--- config.mk ---
export PLATFORM = sky130hd
export DESIGN_NAME = fetch_queue_stage
export DESIGN_NICKNAME = d
export VERILOG_FILES = /design/src/rtl/fetch_queue_stage.sv
export SDC_FILE = /design/constraint.sdc
export NUM_CORES = 1
export LEC_CHECK = 0
export BUFFER_PORTS_ARGS = -buffer_cell sky130_fd_sc_hd__buf_2
export CAP_MARGIN = 20
export CORE_ASPECT_RATIO = 0.7
export CORE_MARGIN = 5
export CORE_UTILIZATION = 53
export CTS_CLUSTER_DIAMETER = 150
export CTS_CLUSTER_SIZE = 20
export DETAILED_ROUTE_END_ITERATION = 8
export GPL_TIMING_DRIVEN = 0
export PLACE_DENSITY_LB_ADDON = 0.25
export SYNTH_ARGS = -nofsm -noshare
export SYNTH_HDL_FRONTEND = slang
export SYNTH_SLANG_ARGS = --single-unit
--- constraint.sdc ---
create_clock -name clk -period 5.05 [get_ports clk]
set_clock_uncertainty 0.15 [all_clocks]
set_input_delay 0 -clock clk [delete_from_list [all_inputs] [get_ports clk]]
set_output_delay 0 -clock clk [all_outputs]
set_load 0.05 [all_outputs]
--- src/rtl/fetch_queue_stage.sv ---
// fetch_queue_stage: instruction-fetch stage in front of decode.
// Owns the fetch PC, issues one word fetch at a time over a req/ack handshake,
// queues returned instructions with their PC and PC+4, and hands them to decode
// over valid/ready. A redirect from execute flushes the queue and restarts fetch.
// Optional build macro FETCH_PERF_EN adds stall/flush performance counters.
module fetch_queue_stage #(
    parameter int PC_W  = 9,
    parameter int INS_W = 32,
    parameter int DEPTH = 4
) (
    input  logic             clk,
    input  logic             reset,
    output logic             imem_req,
    output logic [PC_W-1:0]  imem_addr,
    input  logic             imem_ack,
    input  logic [INS_W-1:0] imem_rdata,
    input  logic             redirect,
    input  logic [PC_W-1:0]  redirect_pc,
    output logic             id_valid,
    input  logic             id_ready,
    output logic [INS_W-1:0] id_instr,
    output logic [PC_W-1:0]  id_pc,
    output logic [PC_W-1:0]  id_pc4
`ifdef FETCH_PERF_EN
    ,
    output logic [31:0]      perf_stall_cnt,
    output logic [31:0]      perf_flush_cnt
`endif
);

    localparam int PTR_W = (DEPTH > 1) ? $clog2(DEPTH) : 1;
    localparam int CNT_W = PTR_W + 1;
    localparam logic [CNT_W-1:0] DEPTH_C  = CNT_W'(DEPTH);
    localparam logic [CNT_W-1:0] CNT_ZERO = {CNT_W{1'b0}};
    localparam logic [PTR_W-1:0] PTR_ZERO = {PTR_W{1'b0}};
    localparam logic [PC_W-1:0]  PC_ZERO  = {PC_W{1'b0}};
    localparam logic [PC_W-1:0]  PC_STEP  = {{(PC_W-3){1'b0}}, 3'b100};

    typedef enum logic [1:0] {
        ST_IDLE = 2'd0,
        ST_REQ  = 2'd1,
        ST_DROP = 2'd2
    } state_t;

    // Fetch control state
    state_t           state_r;
    logic             req_r;
    logic [PC_W-1:0]  req_addr_r;
    logic [PC_W-1:0]  fetch_pc_r;

    // Queue storage and bookkeeping
    logic [INS_W-1:0] instr_q_r [DEPTH];
    logic [PC_W-1:0]  pc_q_r    [DEPTH];
    logic [PC_W-1:0]  pc4_q_r   [DEPTH];
    logic [PTR_W-1:0] wr_ptr_r;
    logic [PTR_W-1:0] rd_ptr_r;
    logic [CNT_W-1:0] count_r;

    // Registered head presented to decode
    logic             valid_r;
    logic [INS_W-1:0] head_instr_r;
    logic [PC_W-1:0]  head_pc_r;
    logic [PC_W-1:0]  head_pc4_r;

    // Combinational helpers
    logic             pop_s;
    logic             push_s;
    logic             issue_s;
    logic [PC_W-1:0]  redirect_tgt_s;
    logic [PC_W-1:0]  fetch_pc4_s;
    logic [CNT_W-1:0] count_after_pop_s;
    logic [CNT_W-1:0] count_next_s;
    logic [PTR_W-1:0] rd_ptr_pop_s;
    logic             valid_nxt_s;
    logic             head_load_s;
    logic [INS_W-1:0] head_instr_nxt_s;
    logic [PC_W-1:0]  head_pc_nxt_s;
    logic [PC_W-1:0]  head_pc4_nxt_s;

    // Handshake decode, occupancy bookkeeping and issue gating
    always_comb begin
        pop_s             = valid_r & id_ready;
        push_s            = (state_r == ST_REQ) & imem_ack & ~redirect;
        redirect_tgt_s    = {redirect_pc[PC_W-1:2], 2'b00};
        fetch_pc4_s       = req_addr_r + PC_STEP;
        count_after_pop_s = count_r - CNT_W'(pop_s);
        rd_ptr_pop_s      = rd_ptr_r + PTR_W'(pop_s);
        // An entry leaving this cycle frees room for the fetch being issued now
        issue_s           = (state_r == ST_IDLE) & ~redirect & (count_after_pop_s < DEPTH_C);
        if (redirect) begin
            count_next_s = CNT_ZERO;
        end else begin
            count_next_s = count_after_pop_s + CNT_W'(push_s);
        end
    end

    // Next head selection: a push into an empty (after pop) queue bypasses storage
    always_comb begin
        valid_nxt_s      = 1'b0;
        head_load_s      = 1'b0;
        head_instr_nxt_s = head_instr_r;
        head_pc_nxt_s    = head_pc_r;
        head_pc4_nxt_s   = head_pc4_r;
        if (redirect) begin
            valid_nxt_s = 1'b0;
            head_load_s = 1'b0;
        end else if (count_next_s == CNT_ZERO) begin
            valid_nxt_s = 1'b0;
            head_load_s = 1'b0;
        end else begin
            valid_nxt_s = 1'b1;
            head_load_s = 1'b1;
        end
        if (count_after_pop_s == CNT_ZERO) begin
            head_instr_nxt_s = imem_rdata;
            head_pc_nxt_s    = req_addr_r;
            head_pc4_nxt_s   = fetch_pc4_s;
        end else begin
            head_instr_nxt_s = instr_q_r[rd_ptr_pop_s];
            head_pc_nxt_s    = pc_q_r[rd_ptr_pop_s];
            head_pc4_nxt_s   = pc4_q_r[rd_ptr_pop_s];
        end
    end

    // Fetch FSM: one outstanding request, redirect wins, DROP swallows a stale ack
    always_ff @(posedge clk) begin
        if (reset) begin
            state_r    <= ST_IDLE;
            req_r      <= 1'b0;
            req_addr_r <= PC_ZERO;
            fetch_pc_r <= PC_ZERO;
        end else begin
            case (state_r)
                ST_IDLE: begin
                    if (redirect) begin
                        fetch_pc_r <= redirect_tgt_s;
                    end else if (issue_s) begin
                        req_r      <= 1'b1;
                        req_addr_r <= fetch_pc_r;
                        state_r    <= ST_REQ;
                    end else begin
                        req_r      <= 1'b0;
                    end
                end
                ST_REQ: begin
                    if (redirect) begin
                        fetch_pc_r <= redirect_tgt_s;
                        if (imem_ack) begin
                            req_r   <= 1'b0;
                            state_r <= ST_IDLE;
                        end else begin
                            state_r <= ST_DROP;
                        end
                    end else if (imem_ack) begin
                        fetch_pc_r <= fetch_pc4_s;
                        req_r      <= 1'b0;
                        state_r    <= ST_IDLE;
                    end else begin
                        req_r      <= 1'b1;
                    end
                end
                ST_DROP: begin
                    if (redirect) begin
                        fetch_pc_r <= redirect_tgt_s;
                    end else begin
                        fetch_pc_r <= fetch_pc_r;
                    end
                    if (imem_ack) begin
                        req_r   <= 1'b0;
                        state_r <= ST_IDLE;
                    end else begin
                        req_r   <= 1'b1;
                    end
                end
                default: begin
                    req_r   <= 1'b0;
                    state_r <= ST_IDLE;
                end
            endcase
        end
    end

    // Queue storage write; contents need no reset because pointers gate visibility
    always_ff @(posedge clk) begin
        if (push_s) begin
            instr_q_r[wr_ptr_r] <= imem_rdata;
            pc_q_r[wr_ptr_r]    <= req_addr_r;
            pc4_q_r[wr_ptr_r]   <= fetch_pc4_s;
        end
    end

    // Queue pointers and occupancy; a redirect empties the queue
    always_ff @(posedge clk) begin
        if (reset) begin
            wr_ptr_r <= PTR_ZERO;
            rd_ptr_r <= PTR_ZERO;
            count_r  <= CNT_ZERO;
        end else if (redirect) begin
            wr_ptr_r <= PTR_ZERO;
            rd_ptr_r <= PTR_ZERO;
            count_r  <= CNT_ZERO;
        end else begin
            wr_ptr_r <= wr_ptr_r + PTR_W'(push_s);
            rd_ptr_r <= rd_ptr_pop_s;
            count_r  <= count_next_s;
        end
    end

    // Registered head outputs; the head data holds when the queue goes empty
    always_ff @(posedge clk) begin
        if (reset) begin
            valid_r      <= 1'b0;
            head_instr_r <= {INS_W{1'b0}};
            head_pc_r    <= PC_ZERO;
            head_pc4_r   <= PC_ZERO;
        end else begin
            valid_r <= valid_nxt_s;
            if (head_load_s) begin
                head_instr_r <= head_instr_nxt_s;
                head_pc_r    <= head_pc_nxt_s;
                head_pc4_r   <= head_pc4_nxt_s;
            end
        end
    end

`ifdef FETCH_PERF_EN
    localparam logic [31:0] PERF_MAX = 32'hFFFF_FFFF;
    logic [31:0] stall_cnt_r;
    logic [31:0] flush_cnt_r;

    // Saturating counters: decode starved of work, and redirects taken
    always_ff @(posedge clk) begin
        if (reset) begin
            stall_cnt_r <= 32'd0;
            flush_cnt_r <= 32'd0;
        end else begin
            if (id_ready && !valid_r && (stall_cnt_r != PERF_MAX)) begin
                stall_cnt_r <= stall_cnt_r + 32'd1;
            end
            if (redirect && (flush_cnt_r != PERF_MAX)) begin
                flush_cnt_r <= flush_cnt_r + 32'd1;
            end
        end
    end

    assign perf_stall_cnt = stall_cnt_r;
    assign perf_flush_cnt = flush_cnt_r;
`endif

    assign imem_req  = req_r;
    assign imem_addr = req_addr_r;
    assign id_valid  = valid_r;
    assign id_instr  = head_instr_r;
    assign id_pc     = head_pc_r;
    assign id_pc4    = head_pc4_r;

endmodule

---- Yosys cells after proc, flatten, opt, wreduce, memory -nomap -nowiden ----
Memory sizes are Yosys's and may differ from the RTL's.
Index checks and enable logic that the tools add are counted.
word-level totals
  word-level logic and storage cells ...... 67
  bits in writable memories ............... 200
  output and inout port bits .............. 61
  bits in latches ......................... 0
  input bits .............................. 46
  memory bits (read-only) ................. 0
  register bits after elaboration ......... 79
  memories ................................ 3
operators by class
  equal/unequal tests ..................... 7
  mux-type cells .......................... 24
  add/subtract/negate cells ............... 5
  magnitude comparators ................... 1
  div/mod/pow operators ................... 0
  multiply operators ...................... 0
  shifts and indexed selects .............. 0
  bitwise operators ....................... 6
  reductions and logical operators ........ 10
memories
  name       words  width  read ports  clocked after memory_dff  wr ports  RTL line  RTL
  instr_q_r  4      32     1           0                         1         52        logic [INS_W-1:0] instr_q_r [DEPTH];
  pc4_q_r    4      9      1           0                         1         54        logic [PC_W-1:0] pc4_q_r [DEPTH];
  pc_q_r     4      9      1           0                         1         53        logic [PC_W-1:0] pc_q_r [DEPTH];
operators with widths
  cell                                                                   number
  9-bit 2-to-1 mux                                                       5
  32-bit 2-to-1 mux                                                      1
  9-bit case mux with 2 select lines                                     1
  2-bit 2-to-1 mux                                                       5
  9-bit by 3-bit adder with 9-bit output, second input constant          1
  1-bit 2-to-1 mux                                                       9
  3-bit logical NOT                                                      2
  3-bit != test, second input constant                                   2
  2-bit case mux with 3 select lines                                     1
  3-bit AND reduction                                                    2
  1-bit AND                                                              5
  2-bit by 1-bit adder with 2-bit output                                 2
  2-bit != test, second input constant                                   2
  2-bit AND reduction                                                    2
  2-bit OR reduction                                                     2
  3-bit by 1-bit adder with 3-bit output                                 1
  3-bit < comparator, second input constant                              1
  3-bit 2-to-1 mux                                                       1
  1-bit case mux with 3 select lines                                     1
  3-bit by 1-bit subtractor with 3-bit output                            1
  2-bit by 1-bit equality test with 1-bit output, second input constant  1
  2-bit equality test, second input constant                             1
  2-bit logical NOT                                                      1
  2-bit by 1-bit != test with 1-bit output, second input constant        1
  2 further kinds                                                        2

---- Logic depth before layout (Yosys ltp) ----
  depth after elaboration ................. 8
  gate-level depth with buffers ........... 11

---- Worst setup path after synthesis ----
OpenSTA, ideal clock, no wires.
  path type ............................... register -> register
  start ................................... register state_r[0]
  end ..................................... memory instr_q_r[0][0], enable pin
  slack ................................... -262 ps
  stages on the path, launching flop included .. 5
  clock period less this slack ............ 5,312 ps
  path buffers ............................ 1
  arrival ................................. 4,639 ps
  path through ............................ dfxtp_1 clkbuf_1 nand2_1 nor3_1 nor3b_1
on the way
  word-level cells in the longest chain between the ends .. 5
RTL lines
  item                                            RTL line  RTL
  start, declared                                 46        state_t state_r;
  start signal, assigned                          128       state_r <= ST_IDLE;
  start signal, assigned                          140       state_r <= ST_REQ;
  start signal, assigned                          150       state_r <= ST_IDLE;
  2-bit by 1-bit equality test with 1-bit output  83        push_s = (state_r == ST_REQ) & imem_ack & ~redirect;
  1-bit AND (2 in a row)                          83
  1-bit 2-to-1 mux                                185       if (push_s) begin
  1-bit 2-to-1 mux (not written as such)          186       instr_q_r[wr_ptr_r] <= imem_rdata;
  end, declared                                   52
Every way passes these cells.

---- Worst setup path after layout ----
  start ................................... register valid_r, in the netlist id_valid
  end ..................................... register head_pc_r[3], in the netlist id_pc[3]
on the way
  word-level cells in the longest chain between the ends .. 7
  elaborated cells on any way between the ends .. 11
  those cells by class .................... 3 x add/sub; 4 x mux; 1 x bitwise; 2 x reduce/logical; 1 x memory
RTL lines
  item                                         RTL line  RTL
  start, declared                              60        logic valid_r;
  start signal, assigned                       217       valid_r <= valid_nxt_s;
  1-bit AND (*)                                82        pop_s = valid_r & id_ready;
  3-bit by 1-bit subtractor with 3-bit output  86        count_after_pop_s = count_r - CNT_W'(pop_s);
  3-bit by 1-bit adder with 3-bit output       93        count_next_s = count_after_pop_s + CNT_W'(push_s);
  3-bit 2-to-1 mux                             90        if (redirect) begin
  3-bit logical NOT                            107       end else if (count_next_s == CNT_ZERO) begin
  1-bit 2-to-1 mux                             107
  1-bit 2-to-1 mux                             104       if (redirect) begin
  end signal, assigned                         220       head_pc_r <= head_pc_nxt_s;
  end, declared                                62        logic [PC_W-1:0] head_pc_r;
Mark *: on every way between the ends. The rest lies on a longest branch, timed or not.
A chain may end at the register's enable or synchronous reset.

==> results.sh <==
export IMPL_status="finished, final reports clean"
export IMPL_setup_violations=0
export IMPL_cp_common_cell="ha_1"
export IMPL_worstReg2RegStart="id_valid$_SDFF_PP0_"
export IMPL_crit_path_end="id_pc[3]$_SDFFE_PP0P_"
export IMPL_arrival_ns=3.13
export IMPL_grt_util_all_layers_pct=20.8
export IMPL_slew_violations=0
export IMPL_power_density_nw_per_um2=351
export IMPL_synth_distinct_cells=42
export IMPL_die_x_um=179
export IMPL_portBuffers=103
export IMPL_vdd_ir_drop_worst_v=0.000358
export IMPL_yosysSeqAreaShare_pct=68.9
export IMPL_routedWlPerCell_um=20.9
export IMPL_clock_sinks=269
export IMPL_synth_avg_cell_area_um2=15.4
export IMPL_relSlewSlack_pct=39.9
export IMPL_finalHoldViolCount=0
export IMPL_rsz0062_at_grt="no"
export IMPL_grt_max_degree=28
export IMPL_synth_top_family_by_area="multiplexers"
export IMPL_rows=43
export IMPL_ys_warn_count=0
export IMPL_syn_inst=688
export IMPL_io_pins=107
export IMPL_path_cells="and2_1, ha_1, nor4_1, ha_1, nor2_1, mux2_4, a21oi_4, buf_6, buf_4, a311oi_1"
export IMPL_vias=6525
export IMPL_crit_path_start_kind="register"
export IMPL_required_ns=5.23
export IMPL_max_freq_ghz=0.339
export IMPL_synth_xor_area_share_pct=1.06
export IMPL_vias_per_cell=5.73
export IMPL_syn_area_um2=10600
export IMPL_cp_depth=10
export IMPL_fin_cells=1139
export IMPL_dpl_hpwl_um=15600
export IMPL_final_period_utilization_pct=58.4
export IMPL_area_growth_pct=18.1
export IMPL_hp_class="primary input to register"
export IMPL_drv_cap=0
export IMPL_grt_pass1_wl_um=36900
export IMPL_die_area_um2=23000
export IMPL_drive_gt1_share_pct=28.2
export IMPL_synthMuxAreaShare_pct=11.4
export IMPL_crit_reg2reg_capture="id_pc[3]$_SDFFE_PP0P_"
export IMPL_critPathSlowestCell="ha_1"
export IMPL_placed_area_um2=11600
export IMPL_htreeDepth=1
export IMPL_synthTopCellsByArea="edfxtp_1 54%, dfxtp_1 15%, mux4_2 10%"
export IMPL_path_max_fanout=10
export IMPL_nNetsFinal=910
export IMPL_ctsResizeCount=0
export IMPL_grt_overflow_total=0
export IMPL_synth_compound_area_share_pct=6.60
export IMPL_ys_ff_latch=269
export IMPL_p_leak_nw=4.44
export IMPL_core_area_um2=19700
export IMPL_worstSetupEndpointType="register"
export IMPL_worst_pin_slew_ns=0.901
export IMPL_r2r_setup_slack_ns=2.10
export IMPL_finalSetupTns_ns=0
export IMPL_die_h_um=128
export IMPL_reg2regPathDepth=10
export IMPL_drt_iter0_markers=477
export IMPL_layout_min_cycle_time_ns=2.95
export IMPL_initial_core_util_pct=53.7
export IMPL_drtPass1Iterations=7
export IMPL_n_antenna_cell=0
export IMPL_fin_area_um2=12500
export IMPL_cpPeakStageDelay_ns=0.36
export IMPL_synth_top_area_share_pct=54.4
export IMPL_crit_type="register to register"
export IMPL_ant_nets=0
export IMPL_syn_num_nets=739
export IMPL_yosysTopAreaCell="edfxtp_1"
export IMPL_place_inst=1068
export IMPL_routabilityCongestion=0.839
export IMPL_drc=0
export IMPL_critPathTopFamily="adder cells"
export IMPL_synthAdderAreaFrac_pct=0.590
export IMPL_synth_simple_area_share_pct=8.34
export IMPL_startpoint="id_valid$_SDFF_PP0_"
export IMPL_drt_total_wl_um=23800
export IMPL_cts_buffer_depth=3
export IMPL_grt_pass1_vias=6647
export IMPL_clkLatencyLatePin_ns=0.48
export IMPL_root_buffer="clkbuf_16"
export IMPL_antenna_found_initial=0
export IMPL_cts_buffers=17
export IMPL_cts_tree="yes"
export IMPL_clk_pin_slew_ns=0.08
export IMPL_crit_buf_inv=2
final cells by class:
cell class,count,area [um2]
flip-flops and latches,269,7310
clock inverters,1,16.3
plain buffers,51,304
clock buffers,28,467
well taps,270,338
fillers,1434,7220
repair buffers,152,1080
multi-input cells,362,2990
inverters,6,22.5
report_power, final:
part / internal [W] / switching, W / total, W
combinational: 0.000196 / 0.000427 / 0.000623
sequential: 0.00242 / 0.0000399 / 0.00246
clock: 0.000641 / 0.000678 / 0.00132
sequential cells by signal (all words and copies together), names as in the netlist:
register and cells:
count_r 3, fetch_pc_r 9, id_instr 32, id_pc 9
id_pc4 7, id_valid 1, imem_addr 9, imem_req 1
instr_q_r 128, pc4_q_r 34, pc_q_r 30, rd_ptr_r 2
state_r 2, wr_ptr_r 2
through the flow:
stage	hold WS (ns)	util, %	total power, W	setup WS [ns]
after floorplan	-0.0734	-	0.00292	1.25
after global placement	0.0739	58.0	0.00308	-0.659
after detailed placement	0.0863	58.9	0.00310	2.11
after CTS	0.103	63.4	0.00443	2.08
after global routing	0.134	63.4	0.00457	1.95
final	0.126	63.4	0.00440	2.10
how the worst min path moves through the flow:
| stage | slack, ns | cells past startpoint | to | start |
|---|---|---|---|---|
| after detailed placement | 0.09 | 1 | instr_q_r[2][14]$_DFFE_PP_ | imem_rdata[14] |
| final | 0.13 | 3 | fetch_pc_r[8]$_SDFFE_PP0P_ | reset |
| after floorplan | -0.07 | 1 | state_r[1]$_SDFFE_PP0P_ | imem_ack |
| after global placement | 0.07 | 1 | instr_q_r[3][15]$_DFFE_PP_ | imem_rdata[15] |
| after CTS | 0.10 | 5 | count_r[0]$_SDFF_PP0_ | id_ready |
| after global routing | 0.13 | 5 | count_r[0]$_SDFF_PP0_ | id_ready |
layout by cell type (no fill, tap or decap), drive strengths merged, types with 9 or more instances in the layout:
cell type,synthesis,layout
edfxtp,192,192
nor2,84,84
dfxtp,77,77
a311oi,48,48
buf,33,143
dlygate4sd3,0,42
mux4,48,48
mux2i,9,9
a21oi,12,12
clkbuf,18,46
nand2,107,107
Yosys cell counts:
| cell type | count |
|---|---|
| nand2b_1 | 1 |
| dfxtp_1 | 77 |
| and3_2 | 1 |
| a311oi_1 | 23 |
| a21oi_4 | 1 |
| a211o_1 | 1 |
| nor2b_1 | 3 |
| nand2_1 | 107 |
| buf_1 | 1 |
| mux2i_1 | 9 |
| xor2_1 | 6 |
| and3b_1 | 1 |
| a211oi_2 | 1 |
| a21oi_1 | 11 |
| nor2_1 | 84 |
| mux2_2 | 2 |
| xnor2_1 | 5 |
| nand3b_1 | 1 |
| inv_1 | 6 |
| and4b_1 | 1 |
| clkbuf_1 | 18 |
| nand3_1 | 6 |
| nor3b_1 | 1 |
| or4_1 | 1 |
| buf_4 | 9 |
| a211oi_1 | 1 |
| o21ai_0 | 3 |
| a311oi_2 | 25 |
| mux4_2 | 48 |
| ha_1 | 5 |
| edfxtp_1 | 192 |
| or2_2 | 1 |
| xnor2_2 | 1 |
| buf_2 | 15 |
| and2_1 | 1 |
| a21o_1 | 1 |
| nor4_1 | 2 |
| buf_6 | 8 |
| and3_1 | 1 |
| mux2_4 | 1 |
| nor3_1 | 4 |
| or3_1 | 2 |
kinds of logic (layout without fill, tap and decap cells):
family          after synthesis  in the layout
compound gates               67             67
xor+xnor                     12             12
fa+ha+maj                     5              5
buf+inv                      57            238
flops                       269            269
mux                          60             60
simple gates                218            218
worst reg2reg max path: stages, from the launching register on:
cell	delay, ns
dfxtp_1	0.34
and2_1	0.21
ha_1	0.36
nor4_1	0.29
ha_1	0.25
nor2_1	0.06
mux2_4	0.28
a21oi_4	0.29
buf_6	0.22
buf_4	0.23
a311oi_1	0.12
what timing repair did:
| item | in CTS | in global routing |
|---|---|---|
| hold buffers | 42 | 0 |
| endpoints found under the hold margin | 178 | 0 |
| endpoints found under the setup margin | 0 | 0 |
| buffers inserted | 0 | 0 |
metal layers:
layer | vias up | track usage (%) | part of all wire [%]
met1 | 3306 | 30.2 | 43
met4 | 0 | 4.01 | 1.8
met3 | 42 | 3.88 | 7.1
li1 | 2931 | - | -
met5 | - | 0 | 0
met2 | 246 | 33.6 | 48
Power figures use the tool's default switching activity.
